==> src/rtl/hazard_ctrl_pkg.sv <==
// rtl/hazard_ctrl_pkg.sv - shared types and constants for the pipeline hazard sequencer
//
// Purpose: register-index type, sequencer state enum, per-stage control bundle,
//          NOP encoding, multi-cycle defaults and the load-use detect helper.
// Ports:   none (package).
package hazard_ctrl_pkg;

    typedef logic [4:0] r_t;

    typedef enum logic {
        RUN    = 1'b0,
        MULDIV = 1'b1
    } hz_state_t;

    // Enable/flush for every pipeline register, in pipeline order.
    typedef struct packed {
        logic pc_en;
        logic if_id_en;
        logic if_id_flush;
        logic id_ex_en;
        logic id_ex_flush;
        logic ex_mem_en;
        logic ex_mem_flush;
        logic mem_wb_en;
    } ctrl_t;

    // addi x0, x0, 0
    localparam logic [31:0] NOP_INSTR = 32'h0000_0013;

    localparam int MUL_CYCLES_DEF = 3;
    localparam int DIV_CYCLES_DEF = 33;

    localparam ctrl_t CTRL_RUN      = '{pc_en: 1'b1, if_id_en: 1'b1, if_id_flush: 1'b0,
                                        id_ex_en: 1'b1, id_ex_flush: 1'b0, ex_mem_en: 1'b1,
                                        ex_mem_flush: 1'b0, mem_wb_en: 1'b1};
    localparam ctrl_t CTRL_HOLD     = '{default: 1'b0};
    // EX is occupied: freeze the front end, keep a bubble flowing into EX/MEM
    // so MEM/WB can drain the older instructions.
    localparam ctrl_t CTRL_MULDIV   = '{pc_en: 1'b0, if_id_en: 1'b0, if_id_flush: 1'b0,
                                        id_ex_en: 1'b0, id_ex_flush: 1'b0, ex_mem_en: 1'b1,
                                        ex_mem_flush: 1'b1, mem_wb_en: 1'b1};
    localparam ctrl_t CTRL_BRANCH   = '{pc_en: 1'b1, if_id_en: 1'b1, if_id_flush: 1'b1,
                                        id_ex_en: 1'b1, id_ex_flush: 1'b1, ex_mem_en: 1'b1,
                                        ex_mem_flush: 1'b0, mem_wb_en: 1'b1};
    localparam ctrl_t CTRL_LOAD_USE = '{pc_en: 1'b0, if_id_en: 1'b0, if_id_flush: 1'b0,
                                        id_ex_en: 1'b1, id_ex_flush: 1'b1, ex_mem_en: 1'b1,
                                        ex_mem_flush: 1'b0, mem_wb_en: 1'b1};

    // x0 is hardwired to zero, so a load targeting it can never create a hazard.
    function automatic logic load_use_hit(input logic is_load, input r_t rd,
                                          input r_t rs1, input logic use_rs1,
                                          input r_t rs2, input logic use_rs2);
        return is_load && (rd != 5'd0) &&
               ((use_rs1 && (rs1 == rd)) || (use_rs2 && (rs2 == rd)));
    endfunction

endpackage

==> src/rtl/hazard_ctrl_if.sv <==
// rtl/hazard_ctrl_if.sv - pipeline <-> hazard sequencer signal bundle
//
// Purpose: groups the ID/EX/MEM status inputs and the per-register control outputs.
// Modports:
//   master - pipeline side: drives status, receives enables/flushes and stall count
//   slave  - hazard_ctrl side
interface hazard_ctrl_if;
    import hazard_ctrl_pkg::*;

    r_t          id_rs1;
    r_t          id_rs2;
    logic        id_use_rs1;
    logic        id_use_rs2;
    r_t          ex_rd;
    logic        ex_is_load;
    logic        ex_mul;
    logic        ex_div;
    logic        branch_taken;
    logic        dmem_busy;

    logic        pc_en;
    logic        if_id_en;
    logic        if_id_flush;
    logic        id_ex_en;
    logic        id_ex_flush;
    logic        ex_mem_en;
    logic        ex_mem_flush;
    logic        mem_wb_en;
    logic        muldiv_busy;
    logic [31:0] stall_cycles;

    modport master (
        output id_rs1, id_rs2, id_use_rs1, id_use_rs2, ex_rd, ex_is_load,
               ex_mul, ex_div, branch_taken, dmem_busy,
        input  pc_en, if_id_en, if_id_flush, id_ex_en, id_ex_flush,
               ex_mem_en, ex_mem_flush, mem_wb_en, muldiv_busy, stall_cycles
    );

    modport slave (
        input  id_rs1, id_rs2, id_use_rs1, id_use_rs2, ex_rd, ex_is_load,
               ex_mul, ex_div, branch_taken, dmem_busy,
        output pc_en, if_id_en, if_id_flush, id_ex_en, id_ex_flush,
               ex_mem_en, ex_mem_flush, mem_wb_en, muldiv_busy, stall_cycles
    );

endinterface

==> src/rtl/hazard_ctrl_sat_counter.sv <==
// rtl/hazard_ctrl_sat_counter.sv - saturating up-counter
//
// Purpose: counts cycles with inc=1, sticks at all-ones instead of wrapping.
// Ports:
//   clk   in  1      clock, rising edge
//   rst_n in  1      asynchronous active-low reset, clears the count
//   inc   in  1      count this cycle
//   q     out WIDTH  current count
module sat_counter #(
    parameter int WIDTH = 32
) (
    input  logic             clk,
    input  logic             rst_n,
    input  logic             inc,
    output logic [WIDTH-1:0] q
);

    logic [WIDTH-1:0] q_r;

    always_ff @(posedge clk or negedge rst_n) begin
        if (!rst_n) begin
            q_r <= '0;
        end else if (inc && (q_r != '1)) begin
            q_r <= q_r + 1'b1;
        end
    end

    assign q = q_r;

endmodule

==> src/rtl/hazard_ctrl.sv <==
// rtl/hazard_ctrl.sv - 5-stage pipeline hazard sequencer
//
// Purpose: drives enable/flush of PC, IF/ID, ID/EX, EX/MEM, MEM/WB. Handles
//          load-use bubbles, multi-cycle MUL/DIV occupancy of EX, data-memory
//          wait states and taken-branch squashes; counts stalled cycles.
// Ports:
//   clk    in  1   core clock
//   rst_n  in  1   asynchronous active-low reset
//   bus    slave   hazard_ctrl_if: stage status in, register controls and
//                  muldiv_busy / stall_cycles out
// Controls are combinational from state + inputs (no added latency).
module hazard_ctrl
    import hazard_ctrl_pkg::*;
#(
    parameter int MUL_CYCLES = MUL_CYCLES_DEF,
    parameter int DIV_CYCLES = DIV_CYCLES_DEF
) (
    input  logic          clk,
    input  logic          rst_n,
    hazard_ctrl_if.slave  bus
);

    // The entry cycle is the first cycle of occupancy and the release cycle
    // (cnt==0) is the last, hence the -2.
    localparam logic [7:0] MUL_LOAD = 8'(MUL_CYCLES - 2);
    localparam logic [7:0] DIV_LOAD = 8'(DIV_CYCLES - 2);

    hz_state_t  state, state_d;
    logic [7:0] cnt, cnt_d;
    ctrl_t      ctrl;
    logic       muldiv_start;
    logic       muldiv_busy;
    logic       load_use;
    logic [31:0] stall_q;

    assign muldiv_start = (state == RUN) && (bus.ex_mul || bus.ex_div) && !bus.dmem_busy;
    assign load_use     = load_use_hit(bus.ex_is_load, bus.ex_rd,
                                       bus.id_rs1, bus.id_use_rs1,
                                       bus.id_rs2, bus.id_use_rs2);

    always_ff @(posedge clk or negedge rst_n) begin
        if (!rst_n) begin
            state <= RUN;
            cnt   <= 8'd0;
        end else begin
            state <= state_d;
            cnt   <= cnt_d;
        end
    end

    // A memory wait freezes the sequencer entirely so the occupancy count
    // resumes exactly where it left off.
    always_comb begin
        state_d = state;
        cnt_d   = cnt;
        if (!bus.dmem_busy) begin
            case (state)
                RUN: begin
                    if (bus.ex_mul || bus.ex_div) begin
                        state_d = MULDIV;
                        cnt_d   = bus.ex_div ? DIV_LOAD : MUL_LOAD;
                    end
                end
                MULDIV: begin
                    if (cnt != 8'd0) begin
                        cnt_d = cnt - 8'd1;
                    end else begin
                        state_d = RUN;
                    end
                end
                default: begin
                    state_d = RUN;
                end
            endcase
        end
    end

    // Priority: dmem_busy > mul/div occupancy > branch squash > load-use.
    // While EX holds a mul/div it cannot hold a branch or a load, so those
    // inputs are ignored there.
    always_comb begin
        ctrl        = CTRL_RUN;
        muldiv_busy = muldiv_start || ((state == MULDIV) && (cnt != 8'd0));
        if (bus.dmem_busy) begin
            ctrl = CTRL_HOLD;
        end else if (state == MULDIV) begin
            if (cnt != 8'd0) begin
                ctrl = CTRL_MULDIV;
            end
        end else if (bus.ex_mul || bus.ex_div) begin
            ctrl = CTRL_MULDIV;
        end else if (bus.branch_taken) begin
            ctrl = CTRL_BRANCH;
        end else if (load_use) begin
            ctrl = CTRL_LOAD_USE;
        end
    end

    assign bus.pc_en        = ctrl.pc_en;
    assign bus.if_id_en     = ctrl.if_id_en;
    assign bus.if_id_flush  = ctrl.if_id_flush;
    assign bus.id_ex_en     = ctrl.id_ex_en;
    assign bus.id_ex_flush  = ctrl.id_ex_flush;
    assign bus.ex_mem_en    = ctrl.ex_mem_en;
    assign bus.ex_mem_flush = ctrl.ex_mem_flush;
    assign bus.mem_wb_en    = ctrl.mem_wb_en;
    assign bus.muldiv_busy  = muldiv_busy;
    assign bus.stall_cycles = stall_q;

    sat_counter #(.WIDTH(32)) u_stall_cnt (
        .clk   (clk),
        .rst_n (rst_n),
        .inc   (!ctrl.pc_en),
        .q     (stall_q)
    );

endmodule

==> src/flat_wrapper.sv <==
// flat-port wrapper written by rule: the top's interface ports become plain ports
module hazard_ctrl_flat import hazard_ctrl_pkg::*;
#(
    parameter int MUL_CYCLES = MUL_CYCLES_DEF,
    parameter int DIV_CYCLES = DIV_CYCLES_DEF
)
  (clk, rst_n, bus_id_rs1, bus_id_rs2, bus_id_use_rs1, bus_id_use_rs2, bus_ex_rd, bus_ex_is_load, bus_ex_mul, bus_ex_div, bus_branch_taken, bus_dmem_busy, bus_pc_en, bus_if_id_en, bus_if_id_flush, bus_id_ex_en, bus_id_ex_flush, bus_ex_mem_en, bus_ex_mem_flush, bus_mem_wb_en, bus_muldiv_busy, bus_stall_cycles);
  hazard_ctrl_if bus_i ();
  input  logic clk;
  input  logic rst_n;
  input wire logic [$bits(bus_i.id_rs1)-1:0] bus_id_rs1;
  input wire logic [$bits(bus_i.id_rs2)-1:0] bus_id_rs2;
  input wire logic [$bits(bus_i.id_use_rs1)-1:0] bus_id_use_rs1;
  input wire logic [$bits(bus_i.id_use_rs2)-1:0] bus_id_use_rs2;
  input wire logic [$bits(bus_i.ex_rd)-1:0] bus_ex_rd;
  input wire logic [$bits(bus_i.ex_is_load)-1:0] bus_ex_is_load;
  input wire logic [$bits(bus_i.ex_mul)-1:0] bus_ex_mul;
  input wire logic [$bits(bus_i.ex_div)-1:0] bus_ex_div;
  input wire logic [$bits(bus_i.branch_taken)-1:0] bus_branch_taken;
  input wire logic [$bits(bus_i.dmem_busy)-1:0] bus_dmem_busy;
  output wire logic [$bits(bus_i.pc_en)-1:0] bus_pc_en;
  output wire logic [$bits(bus_i.if_id_en)-1:0] bus_if_id_en;
  output wire logic [$bits(bus_i.if_id_flush)-1:0] bus_if_id_flush;
  output wire logic [$bits(bus_i.id_ex_en)-1:0] bus_id_ex_en;
  output wire logic [$bits(bus_i.id_ex_flush)-1:0] bus_id_ex_flush;
  output wire logic [$bits(bus_i.ex_mem_en)-1:0] bus_ex_mem_en;
  output wire logic [$bits(bus_i.ex_mem_flush)-1:0] bus_ex_mem_flush;
  output wire logic [$bits(bus_i.mem_wb_en)-1:0] bus_mem_wb_en;
  output wire logic [$bits(bus_i.muldiv_busy)-1:0] bus_muldiv_busy;
  output wire logic [$bits(bus_i.stall_cycles)-1:0] bus_stall_cycles;
  assign bus_i.id_rs1 = bus_id_rs1;
  assign bus_i.id_rs2 = bus_id_rs2;
  assign bus_i.id_use_rs1 = bus_id_use_rs1;
  assign bus_i.id_use_rs2 = bus_id_use_rs2;
  assign bus_i.ex_rd = bus_ex_rd;
  assign bus_i.ex_is_load = bus_ex_is_load;
  assign bus_i.ex_mul = bus_ex_mul;
  assign bus_i.ex_div = bus_ex_div;
  assign bus_i.branch_taken = bus_branch_taken;
  assign bus_i.dmem_busy = bus_dmem_busy;
  assign bus_pc_en = bus_i.pc_en;
  assign bus_if_id_en = bus_i.if_id_en;
  assign bus_if_id_flush = bus_i.if_id_flush;
  assign bus_id_ex_en = bus_i.id_ex_en;
  assign bus_id_ex_flush = bus_i.id_ex_flush;
  assign bus_ex_mem_en = bus_i.ex_mem_en;
  assign bus_ex_mem_flush = bus_i.ex_mem_flush;
  assign bus_mem_wb_en = bus_i.mem_wb_en;
  assign bus_muldiv_busy = bus_i.muldiv_busy;
  assign bus_stall_cycles = bus_i.stall_cycles;
  hazard_ctrl #(.MUL_CYCLES(MUL_CYCLES), .DIV_CYCLES(DIV_CYCLES)) u_core (.clk(clk), .rst_n(rst_n), .bus(bus_i));
endmodule
==> config.mk <==
export PLATFORM = sky130hd
export DESIGN_NAME = hazard_ctrl_flat
export DESIGN_NICKNAME = d
export VERILOG_FILES = /design/src/rtl/hazard_ctrl_pkg.sv /design/src/rtl/hazard_ctrl_if.sv /design/src/rtl/hazard_ctrl_sat_counter.sv /design/src/rtl/hazard_ctrl.sv /design/src/flat_wrapper.sv
export SDC_FILE = /design/constraint.sdc
export NUM_CORES = 1
export LEC_CHECK = 0
export BUFFER_PORTS_ARGS = -buffer_cell sky130_fd_sc_hd__buf_2
export CORE_AREA = 5 5 78 80
export CTS_CLUSTER_DIAMETER = 150
export DETAILED_ROUTE_END_ITERATION = 16
export DIE_AREA = 0 0 83 85
export PLACE_DENSITY = 0.73
export SKIP_CTS_REPAIR_TIMING = 1
export SKIP_LAST_GASP = 1
export SLEW_MARGIN = 5
export SYNTH_ARGS = -nofsm -noshare
export SYNTH_HDL_FRONTEND = slang
export SYNTH_SLANG_ARGS = --single-unit
==> constraint.sdc <==
create_clock -name clk -period 2 [get_ports clk]
set_input_delay 0 -clock clk [delete_from_list [all_inputs] [get_ports clk]]
set_output_delay 0 -clock clk [all_outputs]
set_load 0.005 [all_outputs]
# Word level (Yosys, flattened, before mapping)
# Cells that the tools add are included.
[classes] addsub=2 eq_ne=5 mux=13 n_bitwise=2 n_reduce_logical=16
[ops] cell="$mux 8" n=8
[ops] cell="$add 32x1->32 const B" n=1
[ops] cell="$ne 32x32->1 const B" n=1
[ops] cell="$pmux 8 s2" n=1
[ops] cell="$eq 5x5->1" n=2
[ops] cell="$logic_and 1x1->1" n=8
[ops] cell="$reduce_bool 8->1" n=1
[ops] cell="$sub 8x1->8 const B" n=1
[ops] cell="$mux 5" n=1
[ops] cell="$reduce_bool 5->1" n=1
[ops] cell="$ne 2x2->1 const B" n=2
[ops] cell="$logic_or 1x1->1" n=3
[ops] cell="$reduce_and 3->1" n=1
[ops] cell="$logic_not 1->1" n=2
[ops] cell="$mux 1" n=2
[ops] cell="$not 1->1" n=2
[ops] cell="$pmux 1 s2" n=1
[totals] reg_bits=41 wordCells=41

# Depth between registers and ports, before layout
[depth] ltp_word=11 depth_mapped=10 mapped_depth_nobuf=8

# Cells and area by module
# From an unflattened synthesis, not the netlist that was laid out.
[unflattened] cells_unflattened=239 area_unflattened_um2=2366.0
[by_module_without_submodules] module="sat_counter" n_inst=1 cells_each=151 area_per_inst_um2=1624.1 seq_area_each_um2=800.8
[by_module_without_submodules] module="hazard_ctrl" n_inst=1 cells_each=88 area_per_inst_um2=742.0 seq_area_each_um2=225.2

# Worst setup path before layout
# No wires, ideal clock.
[synth_timing] path_type="reg-to-reg" start="register u_core.cnt[0]" end="register u_core.u_stall_cnt.q_r[20] (netlist: u_core.u_stall_cnt.q[20])" setup_ns=0.135 t_arrival_ns=2.004 required_time_ns=1.865 slack_ns=-0.138 path_stages_with_launch=11 cell_sequence="dfrtp_1 inv_1 ha_1 nor3b_4 and3_4 o21a_1 a21boi_4 buf_6 buf_8 o41ai_2 o31ai_1"
[synth_via] elab_chain_len=6
[synth_lines] element="start: declaration" line_no="hazard_ctrl.sv:29" text="logic [7:0] cnt, cnt_d;"
[synth_lines] element="start signal: assignment" line_no="hazard_ctrl.sv:47" text="cnt <= cnt_d;"
[synth_lines] element="$reduce_bool 8->1" line_no="hazard_ctrl.sv:87" text="if (cnt != 8'd0) begin"
[synth_lines] element="$mux 8" line_no="hazard_ctrl.sv:87"
[synth_lines] element="$mux 8" line_no="hazard_ctrl.sv:86" text="end else if (state == MULDIV) begin"
[synth_lines] element="$mux 8" line_no="hazard_ctrl.sv:84" text="if (bus.dmem_busy) begin"
[synth_lines] element="$logic_not 1->1" line_no="hazard_ctrl.sv:113" text=".inc (!ctrl.pc_en),"
[synth_lines] element="$logic_and 1x1->1" line_no="hazard_ctrl_sat_counter.sv:23" text="end else if (inc && (q_r != '1)) begin"
[synth_lines] element="end signal: assignment" line_no="hazard_ctrl_sat_counter.sv:24" text="q_r <= q_r + 1'b1;"
[synth_lines] element="end: declaration" line_no="hazard_ctrl_sat_counter.sv:18" text="logic [WIDTH-1:0] q_r;"
# No other way between the ends.
# A chain may end at the register's enable or synchronous reset.

# Final worst setup path
[layout_timing] start="register u_core.cnt[1]" end="output port bus_if_id_en"
[layout_via] elab_chain_len=4
[layout_lines] element="$reduce_bool 8->1" line_no="hazard_ctrl.sv:87"
[layout_lines] element="$mux 8" line_no="hazard_ctrl.sv:87"
[layout_lines] element="$mux 8" line_no="hazard_ctrl.sv:86"
[layout_lines] element="$mux 8" line_no="hazard_ctrl.sv:84"
[layout_lines] element="end: declaration" line_no="flat_wrapper.sv:22" text="output wire logic [$bits(bus_i.if_id_en)-1:0] bus_if_id_en;"
# No other way between the ends.

==> run_results.csv <==
group,metric,value,unit
final_layout,antenna_cells_inserted,0,
timing,rsz0062_at_grt,"true",
die,placementRows,27,
logic_synthesis,synth_seq_area_share,41.7,%
global_route,use_met2,29.3,%
global_route,grt.busiest_layer,"met2",
detailed_routing,wl,6080,um
clock_tree,clockBufferDepth,2,
global_route,grt_max_degree,42,
timing,fin_crit,2.15,ns
power_and_ir_drop,clkPwrFrac,21.6,%
critical_path,worstPathMaxFanout,7,
power_and_ir_drop,leakagePower,1.51,nW
global_route,antenna_found_initial,0,
critical_path,critPathLaunchType,"register",
logic_synthesis,synth_nets,257,
timing,final-max-slew-violation-count,0,
detailed_routing,wl_per_cell,14.5,um
placed_design,place_congestion,0.839,
critical_path,critPathRequiredTime,2.00,ns
power_and_ir_drop,seqPwrFrac,37.7,%
logic_synthesis,yosys.area.top_type_share,41.7,%
logic_synthesis,yosysWarnings,0,
die,pin_count,65,
logic_synthesis,ys.flop_type,"dfrtp_1",
clock_tree,cts_root_buf,"clkbuf_8",
detailed_routing,drtPass1Iterations,4,
die,dieArea,7060,sq um
global_route,grt_pass1_wl,9930,um
critical_path,crit_arrival,2.15,ns
detailed_routing,drt_iter0_markers,41,
clock_tree,cts_buffers,5,
power_and_ir_drop,vdd_ir_drop_max,0.000702,V
final_layout,drive_gt1_share,46.1,%
final_layout,final_cell_mix,"buf_2 (62), buf_4 (45), dfrtp_1 (41)",
logic_synthesis,synth.avg_cell_area,10.7,sq um
clock_tree,tritoncts,"yes",
placed_design,port_buffers,64,
detailed_routing,avgViaCountPerCell,5.09,
critical_path,crit_path_end_kind,"output pin",
timing,slew-limit-headroom,38.5,%
clock_tree,clock_latency,0.29,ns
timing,fmax,466,MHz
run_status,violations,"setup timing",
global_route,grtUsageTotal,16.9,%
logic_synthesis,synth_edf_count,0,
logic_synthesis,ys_top_cells_by_area,"dfrtp_1 (42%), xor2_1 (9.2%), nor3_2 (5.3%)",
min_path,hold_class,"in -> reg",
final_layout,area.growth.synth_to_final,39.3,%
logic_synthesis,yosysTopAreaCell,"dfrtp_1",
clock_tree,htreeDepth,2,
logic_synthesis,netlist_instances,231,
final_layout,layout_commonest_cell,"buf_2",
logic_synthesis,async_flop_share,100,%
timing,setup_viol,29,
logic_synthesis,yosysUniqueCellTypes,47,
flow_run,maxCapViolations,0,
logic_synthesis,ys_ff_latch,41,
global_route,first_global_vias,2176,
power_and_ir_drop,combPwrFrac,40.7,%
final_layout,final_nets,372,
power_and_ir_drop,switchingPower,1.08,mW
die,die_w,83,um
final_layout,nFillCells,457,
timing,holdWs,0.141,ns
timing,fin_skew,0.00608,ns
detailed_routing,drc,0,
run_status,outcome,"complete, but fails checks",
power_and_ir_drop,power_density,943,nW/um^2
timing,fin_crit_sh,107,%
die,fp.coreArea,5340,sq um
global_route,grt_use_met1,19.9,%
logic_synthesis,syn_area,2460,sq um
detailed_routing,num_vias,2133,
power_and_ir_drop,p_sw_share,33.5,%
global_route,grt.overflow.total,0,
critical_path,crit_type,"reg -> out",
timing,tightest_slew,0.923,ns
global_route,grtUsageMet3,5.63,%
clock_tree,clock-sinks,41,
final_layout,layout.cells.non_filler,419,
die,fp.dieH,85,um
power_and_ir_drop,p_int,2.15,mW
clock_tree,clk_pin_slew,0.07,ns
die,start_util,46.1,%
placed_design,placedCellCount,396,
timing,worst_slack,-0.147,ns
timing,hold_viol_final,0,
detailed_routing,drtAntennaViolNets,0,
placed_design,dp_hpwl,4420,um
critical path, cell delays in order (launching register included):
cell	delay, ns
dfrtp_1	0.40
inv_2	0.08
ha_4	0.13
nor3b_4	0.18
and3_4	0.21
o21a_1	0.13
a21boi_4	0.34
buf_12	0.17
buf_12	0.12
buf_6	0.09
state kept, by name, summed over array words and instances (netlist names):
name	flops
u_core.state	1
u_core.cnt	8
u_core.u_stall_cnt.q	32
synth_stat cells, types with 2 or more instances:
cell type and n:
xor2_1 26, nor2b_1 3, mux2_4 2, mux2_1 2
nor2_1 12, nor4b_1 2, o21a_1 2, buf_6 2
dfrtp_1 41, a211oi_1 3, nor4b_2 2, ha_1 2
o21ai_0 5, and4_1 3, nand4_1 6, buf_4 4
xnor2_1 13, nor3_2 13, inv_1 4, nor3b_1 2
nor4_1 2, nand3_1 14, nand2_1 21, nor2_4 2
nor4_2 9, nor3_1 6, and3_1 8
cell type report:
class | count | area, sq um | share of cell area (%)
clock buffer | 7 | 86.3 | 2.52
inverter | 4 | 15.0 | 0.438
sequential | 41 | 1030 | 29.9
multi-input combinational | 177 | 1380 | 40.3
timing repair buffer | 117 | 802 | 23.4
tap | 72 | 90.1 | 2.63
clock inverter | 1 | 30.0 | 0.875
power groups by stage:
stage | clock (mW) | sequential, mW | combinational (mW)
floorplan | 0 | 1.27 | 0.609
global placement | 0 | 1.22 | 1.19
detailed placement | 0 | 1.23 | 1.22
CTS | 0.707 | 1.22 | 1.23
global route | 0.740 | 1.26 | 1.46
finish | 0.698 | 1.22 | 1.32
kinds of logic (layout without fill, tap and decap cells):
group                    count (synthesis)  count (layout)  share of synthesized area (%)
buffers and inverters                   13             129                           3.71
adder cells (fa/ha/maj)                  2               2                           1.02
flip-flops                              41              41                           41.7
XOR/XNOR                                39              39                           13.9
AND/OR/NAND/NOR                        113             113                           31.4
AO/OA/AOI/OAI                           19              19                           6.20
multiplexers                             4               4                           2.13
stage by stage:
| step | TNS, ns | total power, mW | setup WS [ns] | instance area [sq um] | util (%) |
|---|---|---|---|---|---|
| after detailed placement | -1.65 | 2.45 | -0.175 | 3120 | 58.5 |
| after floorplan | -0.852 | 1.88 | -0.0743 | 2460 | - |
| after global placement | -0.159 | 2.41 | -0.0821 | 3120 | 58.5 |
| after global routing | -5.88 | 3.45 | -0.252 | 3430 | 64.3 |
| final | -2.44 | 3.23 | -0.147 | 3430 | 64.3 |
| after CTS | -2.28 | 3.16 | -0.185 | 3240 | 60.7 |
final timing paths:
kind | cells past startpoint | slack (ns) | end | from
setup reg to reg | 10 | -0.14 | u_core.u_stall_cnt.q[5] | u_core.cnt[1]
hold reg to reg | 1 | 0.49 | u_core.u_stall_cnt.q[17] | u_core.u_stall_cnt.q[17]
min in group asynchronous | 2 | 0.40 | u_core.u_stall_cnt.q[22] | rst_n
hold / removal | 5 | 0.14 | u_core.cnt[1] | bus_ex_div
max in group asynchronous | 2 | 1.03 | u_core.u_stall_cnt.q[29] | rst_n
setup / recovery | 9 | -0.15 | bus_if_id_en | u_core.cnt[1]
metal layers:
metal | routed length [um] | vias up | share of wire, %
met5 | 0 | - | 0
met4 | 99 | 0 | 1.6
met3 | 348 | 12 | 5.7
met2 | 3080 | 56 | 51
met1 | 2550 | 1012 | 42
li1 | - | 1053 | -
(Power assumes the default switching activity.)
